[src/rtl/alu_ops_pkg.sv]
// Shared definitions for the ALU scheduler.
//   - opcode constants in the datapath's select order (ADD=0 .. DIV=9)
//   - scheduler state enum
//   - opcode classification helpers
package alu_ops_pkg;

  localparam logic [3:0] OP_ADD  = 4'd0;
  localparam logic [3:0] OP_SUB  = 4'd1;
  localparam logic [3:0] OP_AND  = 4'd2;
  localparam logic [3:0] OP_OR   = 4'd3;
  localparam logic [3:0] OP_XOR  = 4'd4;
  localparam logic [3:0] OP_LSR  = 4'd5;
  localparam logic [3:0] OP_LSL  = 4'd6;
  localparam logic [3:0] OP_MOD  = 4'd7;
  localparam logic [3:0] OP_MULT = 4'd8;
  localparam logic [3:0] OP_DIV  = 4'd9;

  typedef enum logic [1:0] {
    IDLE = 2'd0,
    EXEC = 2'd1,
    RESP = 2'd2
  } state_t;

  function automatic logic is_multicycle(input logic [3:0] op);
    return (op == OP_MOD) || (op == OP_MULT) || (op == OP_DIV);
  endfunction

  function automatic logic is_legal(input logic [3:0] op);
    return op <= OP_DIV;
  endfunction

  // opcodes that require a non-zero divisor
  function automatic logic needs_divisor(input logic [3:0] op);
    return (op == OP_MOD) || (op == OP_DIV);
  endfunction

endpackage

[src/rtl/alu_scheduler_rr_arbiter2.sv]
// Two-way round-robin arbiter.
//   clk, rst_n : clock, async active-low reset
//   req[1:0]   : request vector (bit 0 = A, bit 1 = B)
//   en         : arbitration enabled this cycle; a grant is a handshake
//   gnt[1:0]   : one-hot grant (combinational), zero when en is low
// last_grant resets to B so that A wins the first contest.
module rr_arbiter2 (
  input  logic       clk,
  input  logic       rst_n,
  input  logic [1:0] req,
  input  logic       en,
  output logic [1:0] gnt
);

  logic last_grant; // 0 = A, 1 = B

  always_comb begin
    gnt = 2'b00;
    if (en) begin
      case (req)
        2'b01:   gnt = 2'b01;
        2'b10:   gnt = 2'b10;
        2'b11:   gnt = last_grant ? 2'b01 : 2'b10;
        default: gnt = 2'b00;
      endcase
    end
  end

  always_ff @(posedge clk or negedge rst_n) begin
    if (!rst_n)      last_grant <= 1'b1;
    else if (|gnt)   last_grant <= gnt[1];
  end

endmodule

[src/rtl/alu_scheduler.sv]
// Shares one combinational ALU between requesters A and B.
//   clk, rst_n           : clock, async active-low reset
//   a_/b_valid, _ready   : request handshake (ready combinational, IDLE only)
//   a_/b_op, _x, _y      : opcode and operands, sampled at handshake
//   alu_sel, alu_a/b     : ALU drive, held at last accepted op's values
//   alu_res              : ALU combinational result
//   res_valid/id/y/err   : one-cycle tagged result pulse
// Rejected ops (illegal opcode, MOD/DIV by zero) skip the ALU entirely and
// leave alu_sel/alu_a/alu_b untouched.
module alu_scheduler
  import alu_ops_pkg::*;
#(
  parameter int N         = 4,
  parameter int MULTI_LAT = 4
) (
  input  logic         clk,
  input  logic         rst_n,
  input  logic         a_valid,
  output logic         a_ready,
  input  logic [3:0]   a_op,
  input  logic [N-1:0] a_x,
  input  logic [N-1:0] a_y,
  input  logic         b_valid,
  output logic         b_ready,
  input  logic [3:0]   b_op,
  input  logic [N-1:0] b_x,
  input  logic [N-1:0] b_y,
  output logic [3:0]   alu_sel,
  output logic [N-1:0] alu_a,
  output logic [N-1:0] alu_b,
  input  logic [N-1:0] alu_res,
  output logic         res_valid,
  output logic         res_id,
  output logic [N-1:0] res_y,
  output logic         res_err
);

  localparam int CW = (MULTI_LAT > 1) ? $clog2(MULTI_LAT) : 1;

  state_t        state, state_nxt;
  logic [CW-1:0] cnt;
  logic [1:0]    gnt;
  logic          arb_en;
  logic          hs;
  logic [3:0]    sel_op;
  logic [N-1:0]  sel_x, sel_y;
  logic          reject;

  // ready is forced low while reset is held, even though state is IDLE
  assign arb_en = (state == IDLE) && rst_n;

  rr_arbiter2 u_arb (
    .clk   (clk),
    .rst_n (rst_n),
    .req   ({b_valid, a_valid}),
    .en    (arb_en),
    .gnt   (gnt)
  );

  assign a_ready = gnt[0];
  assign b_ready = gnt[1];
  assign hs      = |gnt;

  assign sel_op = gnt[1] ? b_op : a_op;
  assign sel_x  = gnt[1] ? b_x  : a_x;
  assign sel_y  = gnt[1] ? b_y  : a_y;
  assign reject = !is_legal(sel_op) || (needs_divisor(sel_op) && (sel_y == '0));

  assign res_valid = (state == RESP);

  always_comb begin
    state_nxt = state;
    case (state)
      IDLE:    if (hs) state_nxt = reject ? RESP : EXEC;
      EXEC:    if (cnt == '0) state_nxt = RESP;
      RESP:    state_nxt = IDLE;
      default: state_nxt = IDLE;
    endcase
  end

  always_ff @(posedge clk or negedge rst_n) begin
    if (!rst_n) begin
      state   <= IDLE;
      cnt     <= '0;
      alu_sel <= '0;
      alu_a   <= '0;
      alu_b   <= '0;
      res_id  <= 1'b0;
      res_y   <= '0;
      res_err <= 1'b0;
    end else begin
      state <= state_nxt;
      case (state)
        IDLE: begin
          if (hs) begin
            res_id <= gnt[1];
            if (reject) begin
              res_err <= 1'b1;
              res_y   <= '0;
            end else begin
              res_err <= 1'b0;
              alu_sel <= sel_op;
              alu_a   <= sel_x;
              alu_b   <= sel_y;
              cnt     <= is_multicycle(sel_op) ? CW'(MULTI_LAT - 1) : '0;
            end
          end
        end
        EXEC: begin
          if (cnt == '0) res_y <= alu_res;
          else           cnt   <= cnt - CW'(1);
        end
        default: ;
      endcase
    end
  end

endmodule

[config.mk]
export PLATFORM = sky130hd
export DESIGN_NAME = alu_scheduler
export DESIGN_NICKNAME = d
export VERILOG_FILES = /design/src/rtl/alu_ops_pkg.sv /design/src/rtl/alu_scheduler_rr_arbiter2.sv /design/src/rtl/alu_scheduler.sv
export SDC_FILE = /design/constraint.sdc
export NUM_CORES = 1
export LEC_CHECK = 0
export CORE_UTILIZATION = 46
export DETAILED_ROUTE_END_ITERATION = 8
export PLACE_DENSITY_LB_ADDON = 0.12
export REMOVE_ABC_BUFFERS = 1
export SETUP_SLACK_MARGIN = 0.4
export SLEW_MARGIN = 15
export SYNTH_ARGS = -nofsm -noshare
export SYNTH_HDL_FRONTEND = slang
export SYNTH_SLANG_ARGS = --single-unit
[constraint.sdc]
create_clock -name clk -period 5 [get_ports clk]
set_input_delay 1 -clock clk [delete_from_list [all_inputs] [get_ports clk]]
set_output_delay 1 -clock clk [all_outputs]
set_load 0.01 [all_outputs]
==> results by group, run 1 <==
Place
  – Worst slack, placed: 1087 ps
  – DP Area: 1843 um2
  – Routability cong.: 0.8261
  – Post-Place Cells: 199
  – Dpl hpwl: 2.490 mm
  – IO Port Bufs: 52

Final layout
  – Fillers: 211
  – Core Util, Final: 72.86%
  – Antenna Cells: 0
  – Nets: 207
  – Post-layout instance area: 1871 um2
  – Non-filler instance count after layout: 203
  – Share of cells above drive strength 1: 15.03%
  – Area growth from synthesis to layout: 44.30%

Timing
  – Setup total negative slack: 0 ps
  – Fin crit share: 78.02%
  – Final setup violation count: 0
  – Fmax: 256.3 MHz
  – Clk_skew: 6.684 ps
  – Final WS setup: 1099 ps
  – Worst Max-Slew Pin Slew: 860.6 ps
  – Final Hold Vio Count: 0
  – Final Max Tran Viols: 0
  – Relative slew slack: 42.02%
  – RSZ-0062 raised after global routing: false
  – Min cycle time layout: 3901 ps

Die
  – Die span in y: 55.09 um
  – Die W: 55.09 um
  – Total die area: 3034 um2
  – Starting density of the core: 50.49%
  – I/O Pins: 53
  – Row cnt: 18
  – Core outline area: 2567 um2

Synth
  – Mux cell area share after synthesis: 3.378%
  – Share of the yosys chip area belonging to registers: 44.50%
  – Post-synthesis compound-gate area fraction: 28.96%
  – Unique masters post-synth: 35
  – Simple-gate area share of the yosys netlist: 18.63%
  – Synth Area in XOR/XNOR: 0%
  – Post-synth EDFFs: 0
  – Largest family of logic cells by synthesized area: compound AO/OA/AOI/OAI gates
  – Syn Area/Cell: 10.89 um2
  – Asr flop ratio synth: 100.0%
  – Adder-cell share of the synthesized area: 0.9653%
  – Syn Inst Count: 119
  – Synth Cell Area: 1296 um2
  – Ys Warns: 0
  – Top_reg_cell synth: dfrtp_1
  – Flops & latches, synth: 23

CTS
  – CTS Buf Count: 3
  – Cts-stage hold buffer count: 0
  – Root Buffer: clkbuf_4
  – Postcts setup bufs: 0
  – Clock slew at reported path FFs: 120 ps
  – # resized after CTS: 0
  – Clock sinks: 23
  – CTS Buffer Depth: 2
  – Clock Latency Late Sink: 320 ps
  – Depth of the CTS H-tree: 1
  – CTS tree: built

Routing
  – DR pass1 iterations: 4
  – Post-route DRC violation count: 0
  – Avg Vias per Cell: 5.675
  – Total number of vias: 1,152
  – Initial DRC Count: 15
  – Post-Route WL: 3.240 mm
  – Antenna-violating nets left: 0
  – Wire per inst: 15.96 um

GRT
  – Vias in the first global route: 1,143
  – Initial antenna violation count: 0
  – Largest net degree at the start of global routing: 24
  – Gr ovfl total: 0
  – First-pass GRT wire length: 5.009 mm
  – Total track usage: 23.91%

Setup path
  – Setup crit end kind: output port
  – CP Data Required Time: 4000 ps
  – Max FO, Critical Path: 13
  – Kind of critical path: in -> out
  – Reg-to-reg slack, setup: 2760 ps
  – Critical Path Source Type: input pin
  – Arr. time, crit path: 2900 ps

Job
  – Max-cap viol count: 0

Power
  – Leakage Power: 0.7653 nW
  – Maximum vdd ir drop: 0.3945 mV
  – Power Dens Cells: 488.0 nW/um2

Status
  – Status: completed

Min path
  – Hold Path Class: reg -> reg
final timing paths:
| kind | startpoint | depth (start not counted) | endpoint |
|---|---|---|---|
| worst min register to register | u_arb.last_grant | 2 | u_arb.last_grant |
| min in group asynchronous | rst_n | 2 | alu_a[2] |
| worst max-delay path | rst_n | 5 | a_ready |
| max in group asynchronous | rst_n | 2 | u_arb.last_grant |
| worst min-delay path | u_arb.last_grant | 2 | u_arb.last_grant |
| worst max register to register | state[1] | 6 | alu_sel[3] |
flip-flops by register name, indices dropped and copies added (netlist names):
name,cells
res_y,4
cnt,2
alu_sel,4
state,2
res_id,1
alu_a,4
u_arb.last_grant,1
res_err,1
alu_b,4
logic make-up after synthesis:
group / count (synthesis)
AO/OA/AOI/OAI: 40
flip-flops: 23
adder cells (fa/ha/maj): 1
buffers and inverters: 9
multiplexers: 4
AND/OR/NAND/NOR: 42
through the flow:
stage	hold slack [ps]	power, mW
after CTS	484.6	0.9209
after detailed placement	465.1	0.8297
after global placement	453.6	0.8100
final	480.3	0.9128
after global routing	492.8	0.9726
after floorplan	443.6	0.5986
final cells by class:
type | count | area (um2) | area share (%)
tap | 30 | 37.54 | 2.007
clock inverter | 1 | 5.005 | 0.2676
inverter | 6 | 27.53 | 1.472
timing repair buffer | 53 | 528.0 | 28.23
clock buffer | 3 | 22.52 | 1.204
sequential | 23 | 576.8 | 30.84
multi-input combinational | 87 | 673.1 | 35.99
synth_stat cells (2+ instances only):
cell | n | area, um2
nand2b_1 | 2 | 12.51
nor2_1 | 5 | 18.77
clkbuf_1 | 2 | 7.510
mux2_2 | 2 | 22.52
a22o_1 | 6 | 52.55
o22ai_1 | 10 | 62.56
o21ai_0 | 4 | 20.02
a21oi_1 | 2 | 10.01
nand2_1 | 16 | 60.06
nand3_1 | 5 | 25.02
nand3_4 | 2 | 35.03
nor2b_1 | 4 | 25.02
dfrtp_1 | 22 | 550.5
a2bb2oi_2 | 9 | 135.1
inv_1 | 5 | 18.77
and2_1 | 3 | 18.77
nor3b_1 | 2 | 15.01
layout by cell type (no fill, tap or decap), drive strengths merged:
cell,n
a21o,1
a21oi,4
a22o,6
a2bb2oi,10
a32oi,1
and2,3
buf,1
clkbuf,3
clkdlybuf4s50,52
clkinv,2
dfrtp,22
dfstp,1
ha,1
inv,5
mux2,3
mux2i,1
nand2,16
nand2b,2
nand3,7
nand4,1
nor2,6
nor2b,4
nor3b,3
o2111ai,1
o211ai,2
o21ai,4
o22ai,10
o41ai,1
worst max-delay path, cell delays in order:
cell and delay, ps:
clkdlybuf4s50_1 520, nor3b_4 270, nand3_1 420, inv_1 150
clkdlybuf4s50_1 550
per-layer routing:
metal / part of all wire [%] / vias to the layer above / global-route usage, %
met5: 0 / - / 0
met4: 1.5 / 0 / 8.750
met3: 4.6 / 5 / 3.279
met2: 51 / 35 / 44.38
met1: 43 / 559 / 27.55
li1: - / 553 / -
report_power, final:
part	internal [mW]	total (mW)	leakage [nW]	switching (mW)
Clock	0.0300	0.0892	0.0177	0.0592
Combinational	0.279	0.484	0.477	0.204
Sequential	0.274	0.340	0.271	0.0656
Total	0.584	0.913	0.765	0.329
Power figures use the tool's default switching activity.
==> inputs of run 2 (changes only) <==
--- a/config.mk
+++ b/config.mk
@@ -5,7 +5,7 @@
 export SDC_FILE = /design/constraint.sdc
 export NUM_CORES = 1
 export LEC_CHECK = 0
-export CORE_UTILIZATION = 46
+export CORE_UTILIZATION = 38
 export DETAILED_ROUTE_END_ITERATION = 8
 export PLACE_DENSITY_LB_ADDON = 0.12
 export REMOVE_ABC_BUFFERS = 1
==> constraint.sdc (replaced) <==
create_clock -name clk -period 3.2 [get_ports clk]
set_input_delay 0.64 -clock clk [delete_from_list [all_inputs] [get_ports clk]]
set_output_delay 0.64 -clock clk [all_outputs]
set_load 0.01 [all_outputs]
==> run 2 against run 1 <==
Net effect: largest power group unchanged; largest cell class unchanged; final cell count rose by 8.9%; first-iteration DRC count rose to 4.3 times the previous value; non-clock buffer count rose by 4; power rose by 57%; clock power rose by 51%; via count fell by 0.69%; wire length rose by 3.2%; sequential power rose by 54%; final area rose by 2.8%; register-to-register slack got worse by 1600 ps.
==> results by group, run 2 (synthesized netlist as in run 1, its figures left out) <==
Place
  – Routability cong.: 0.8298 (+0.45%)
  – DP Area: 1883 um2 (+2.2%)
  – IO Port Bufs: 52 (unchanged)
  – Dpl hpwl: 2.505 mm (+0.61%)

GRT
  – Gr ovfl total: 0 (unchanged)
  – Total track usage: 19.98% (-3.9 points)
  – Initial antenna violation count: 0 (unchanged)
  – Vias in the first global route: 1,183 (+3.5%)
  – First-pass GRT wire length: 5.333 mm (+6.5%)
  – Largest net degree at the start of global routing: 24 (unchanged)

Min path
  – Worst hold endpoint: u_arb.last_grant
  – Hold Path Class: reg -> reg
  – Hold-critical path depth: 2 (unchanged)
  – Hold Crit Start: u_arb.last_grant

CTS
  – Depth of the CTS H-tree: 1 (unchanged)
  – Clock Latency Late Sink: 310 ps (about the same)
  – CTS Buf Count: 3 (unchanged)
  – CTS Buffer Depth: 2 (unchanged)
  – CTS tree: built
  – Cts-stage hold buffer count: 0 (unchanged)
  – Root Buffer: clkbuf_4
  – Clock slew at reported path FFs: 120 ps (about the same)
  – Clock sinks: 23 (unchanged)

Timing
  – Final setup violation count: 0 (unchanged)
  – RSZ-0062 raised after global routing: false
  – Setup total negative slack: 0 ps (unchanged)
  – Fmax: 378.0 MHz
  – Min cycle time layout: 2645 ps
  – Fin crit share: 82.66%
  – Worst Max-Slew Pin Slew: 856.0 ps (-4.616 ps)
  – Relative slew slack: 42.33% (+0.31 points)
  – Final Hold Vio Count: 0 (unchanged)
  – Clk_skew: 12.44 ps (+5.752 ps)
  – Final Max Tran Viols: 0 (unchanged)

Die
  – Die span in y: 60.41 um (+9.7%)
  – I/O Pins: 53 (unchanged)
  – Core outline area: 3153 um2 (+23%)
  – Row cnt: 20 (+2)
  – Total die area: 3649 um2 (+20%)
  – Die W: 60.41 um (+9.7%)
  – Starting density of the core: 41.11% (-9.4 points)

Power
  – Leakage Power: 0.8031 nW (+4.9%)
  – Power Dens Cells: 745.2 nW/um2 (+53%)
  – Maximum vdd ir drop: 0.4689 mV (+19%)

Setup path
  – Max FO, Critical Path: 6 (-7)
  – CP Data Required Time: 2560 ps (-1440 ps)
  – R2r worst-path depth: 8 (+2)
  – Launch point of the worst reg-to-reg path: state[1]
  – Kind of critical path: in -> out
  – Crit Reg-Reg Endpoint: alu_b[1]
  – Arr. time, crit path: 2010 ps (-890 ps)
  – Critical Path Source Type: input pin
  – Reg-to-reg slack, setup: 1180 ps (-1580 ps)
  – Setup crit end kind: output port

Routing
  – Initial DRC Count: 65 (+50)
  – Wire per inst: 15.13 um (-5.2%)
  – Post-Route WL: 3.343 mm (+3.2%)
  – Avg Vias per Cell: 5.176 (-8.8%)
  – Total number of vias: 1,144 (-0.69%)
  – DR pass1 iterations: 4 (unchanged)
  – Antenna-violating nets left: 0 (unchanged)
  – Post-route DRC violation count: 0 (unchanged)

Final layout
  – Most frequent cells in the layout: clkdlybuf4s50_1, dfrtp_1, nand2_1, o22ai_1, a2bb2oi_2
  – Share of cells above drive strength 1: 16.95% (+1.9 points)
  – Most common cell after layout, fill and taps aside: clkdlybuf4s50_1
  – Nets: 211 (+1.9%)
  – Post-layout instance area: 1923 um2 (+2.8%)
  – Antenna Cells: 0 (unchanged)
  – Area growth from synthesis to layout: 48.36%

Status
  – Status: completed

Job
  – Max-cap viol count: 0 (unchanged)
run 2: cell count changes in the layout (fill, tap and decap cells not counted), sizes merged:
cell           before  now
clkinv              2    1
buf                 1    5
dlymetal6s2s        0    1
dlygate4sd2         0    1
clkdlybuf4s50      52   50
clkbuf              3    4
run 2: worst max path at each step:
stage / depth (start not counted) / endpoint / start
floorplan: 6 / alu_sel[1] / rst_n
global placement: 5 / a_ready / rst_n
detailed placement: 5 / a_ready / rst_n
CTS: 5 / a_ready / rst_n
global route: 6 / b_ready / rst_n
finish: 6 / b_ready / rst_n
run 2: power breakdown:
group          internal, mW  switching (mW)  total, mW
clock network        0.0486          0.0868      0.135
logic                 0.450           0.324      0.774
registers             0.429          0.0954      0.524
total                 0.927           0.506       1.43
run 2: cell type report:
class / instances / area [um2]
multi-input combinational: 87 / 678.2
sequential: 23 / 576.8
tap: 44 / 55.05
inverter: 6 / 27.53
clock buffer: 4 / 26.28
timing repair buffer: 57 / 559.3
fill: 290 / 1230
run 2: layer usage:
metal,routed length (um),GRT usage [%],vias to the layer above
met1,1444,24.05,545
met5,0,0,-
met3,186,4.904,2
met2,1694,36.26,35
li1,-,-,562
met4,17,3.654,0
run 2: critical path, cell delays in order:
cell and delay, ps:
clkdlybuf4s50_1 510, nor3b_4 260, buf_4 160, nand3_4 80, clkinv_4 90, dlygate4sd2_1 270
run 2: stage by stage:
step / util, % / cells / power [mW] / worst slack [ps] / hold WS [ps]
floorplan: - / 116 / 0.9354 / 1039 / 344.4
global placement: 59.72 / 216 / 1.283 / 359.9 / 455.1
detailed placement: 59.72 / 216 / 1.303 / 355.7 / 458.1
CTS: 60.67 / 220 / 1.443 / 362.3 / 478.4
global route: 60.99 / 221 / 1.538 / 511.0 / 496.6
finish: 60.99 / 221 / 1.433 / 554.8 / 476.8
run 2: what timing repair did:
item | CTS | global route
buffers inserted | 0 | 1
setup endpoints to repair | 2 | 1
gates resized for setup | 2 | 1
hold endpoints to repair | 0 | 0
==> inputs of run 3 (changes only) <==
==> constraint.sdc (replaced) <==
create_clock -name clk -period 2.17 [get_ports clk]
set_input_delay 0.434 -clock clk [delete_from_list [all_inputs] [get_ports clk]]
set_output_delay 0.434 -clock clk [all_outputs]
set_load 0.01 [all_outputs]
==> run 3 against run 2 <==
Net effect: first-iteration DRC count up 4.6%; hold slack worse by 210 ps; worst setup slack worse by 290 ps; sequential cell count did not move; critical endpoint is now alu_sel[1]; largest power group unchanged.
==> results by group, run 3 (synthesized netlist as in run 1, its figures left out) <==
Status
  – Status: completed

Timing
  – Final Hold Vio Count: 0 (unchanged)
  – Clk_skew: 6.362 ps (-6.074 ps)
  – Worst Max-Slew Pin Slew: 424.7 ps (-431.3 ps)
  – Fmax: 524.5 MHz
  – Min cycle time layout: 1906 ps
  – Final setup violation count: 0 (unchanged)
  – RSZ-0062 raised after global routing: true
  – Final Max Tran Viols: 0 (unchanged)
  – Fin crit share: 87.85%
  – Relative slew slack: 71.50% (+29 points)

CTS
  – Root Buffer: clkbuf_4
  – CTS Buf Count: 3 (unchanged)
  – Clock sinks: 23 (unchanged)
  – CTS tree: built
  – CTS Buffer Depth: 2 (unchanged)
  – Cts-stage hold buffer count: 0 (unchanged)
  – Depth of the CTS H-tree: 1 (unchanged)
  – Clock slew at reported path FFs: 140 ps (+20 ps)
  – Clock Latency Late Sink: 310 ps (about the same)

Job
  – Max-cap viol count: 0 (unchanged)

Die
  – I/O Pins: 53 (unchanged)
  – Die W: 60.41 um (unchanged)
  – Starting density of the core: 41.11% (unchanged)
  – Row cnt: 20 (unchanged)
  – Core outline area: 3153 um2 (unchanged)
  – Die span in y: 60.41 um (unchanged)
  – Total die area: 3649 um2 (unchanged)

Power
  – Maximum vdd ir drop: 0.7015 mV (+50%)
  – Power Dens Cells: 1051 nW/um2 (+41%)
  – Leakage Power: 1.052 nW (+31%)
  – Final Power: 2.409 mW (+68%)

Final layout
  – Nets: 239 (+13%)
  – Most frequent cells in the layout: clkdlybuf4s50_1, buf_4, dfrtp_1, nand2_1
  – Post-layout instance area: 2291 um2 (+19%)
  – Core Util, Final: 72.66% (+12 points)
  – Area growth from synthesis to layout: 76.74%
  – Fillers: 241 (-17%)
  – Share of cells above drive strength 1: 36.10% (+19 points)
  – Most common cell after layout, fill and taps aside: clkdlybuf4s50_1
  – Area of the multi-input gates: 772.0 um2 (+14%)
  – Register area: 579.3 um2 (+0.43%)
  – Antenna Cells: 0 (unchanged)

Place
  – Dpl hpwl: 2.880 mm (+15%)
  – DP Area: 2018 um2 (+7.2%)
  – Routability cong.: 0.8588 (+3.5%)
  – IO Port Bufs: 52 (unchanged)

Routing
  – Avg Vias per Cell: 5.261 (+1.6%)
  – Total number of vias: 1,310 (+15%)
  – Post-Route WL: 4.087 mm (+22%)
  – Post-route DRC violation count: 0 (unchanged)
  – Wire per inst: 16.41 um (+8.5%)
  – Initial DRC Count: 68 (+4.6%)
  – Antenna-violating nets left: 0 (unchanged)
  – DR pass1 iterations: 4 (unchanged)

Setup path
  – Max FO, Critical Path: 5 (-1)
  – Most Frequent Cell on Critical Path: nand3_4
  – Kind of critical path: reg -> reg
  – Setup crit end kind: register
  – Cells along the critical path: nor3b_4 > buf_4 > nand3_4 > clkinv_4 > buf_6 > nand3_4 > a21oi_4 > mux2_4
  – Slowest-stage cell, CP: dfrtp_2
  – Buf/Inv on CP: 3 (-1)
  – Arr. time, crit path: 2120 ps (+110 ps)
  – Largest stage delay on the critical path: 480 ps (-30 ps)
  – Critical Path Source Type: register
  – CP Data Required Time: 2380 ps (-180 ps)
  – Top delay family on crit path: flip-flops

GRT
  – Total track usage: 24.11% (+4.1 points)
  – Gr ovfl total: 0 (unchanged)
  – Initial antenna violation count: 0 (unchanged)
  – First-pass GRT wire length: 6.396 mm (+20%)
  – Largest net degree at the start of global routing: 24 (unchanged)
  – Vias in the first global route: 1,343 (+14%)

Min path
  – Hold Path Class: in -> async
## run 3: timing repair
item / in CTS / in global routing
cloned: 0 / 1
setup endpoints to repair: 24 / 24
setup buffers: 2 / 8
gates resized for setup: 20 / 31
pin swaps: 2 / 7
## run 3: worst paths after layout
kind	slack (ps)	cells past startpoint	to	startpoint
max	260	8	alu_sel[1]	state[1]
min	270	2	alu_sel[3]	rst_n
max reg2reg	260	8	alu_sel[1]	state[1]
min reg2reg	480	2	u_arb.last_grant	u_arb.last_grant
max in group asynchronous	1610	2	u_arb.last_grant	rst_n
min in group clk	480	2	u_arb.last_grant	u_arb.last_grant
## run 3: final cells by class
cell class	count	area share (%)
Clock buffer	4	1.147
Inverter	6	1.202
Multi-Input combinational cell	87	33.70
Sequential cell	23	25.29
Tap cell	44	2.403
Timing Repair Buffer	85	36.26
## run 3: metal layers
layer	global-route usage, %	vias to the layer above	wire length [um]
met4	6.977	0	29
met2	43.01	43	2146
met3	3.198	4	192
li1	-	614	-
met1	30.32	649	1719
met5	0	-	0
## run 3: worst reg2reg max path: cells and delay by family (launching register included)
kind            cells  cell delay [ps]
simple gates        3              390
compound gates      1              290
mux                 1              340
buf+inv             3              320
flops               1              480
## run 3: report_power, final
part	total (mW)	switching [mW]	internal, mW
combinational	1.41	0.577	0.835
sequential	0.788	0.153	0.635
clock	0.209	0.137	0.0717
## run 3: through the flow
stage,hold slack [ps],setup TNS [ps],setup WS (ps),instances
3_3_place_gp,454.0,-3151,-258.8,234
3_5_place_dp,457.3,-3501,-263.5,234
4_1_cts,285.3,0,297.7,240
2_1_floorplan,138.4,0,187.6,116
6_report,267.2,0,263.6,249
5_1_grt,286.0,0,214.4,249
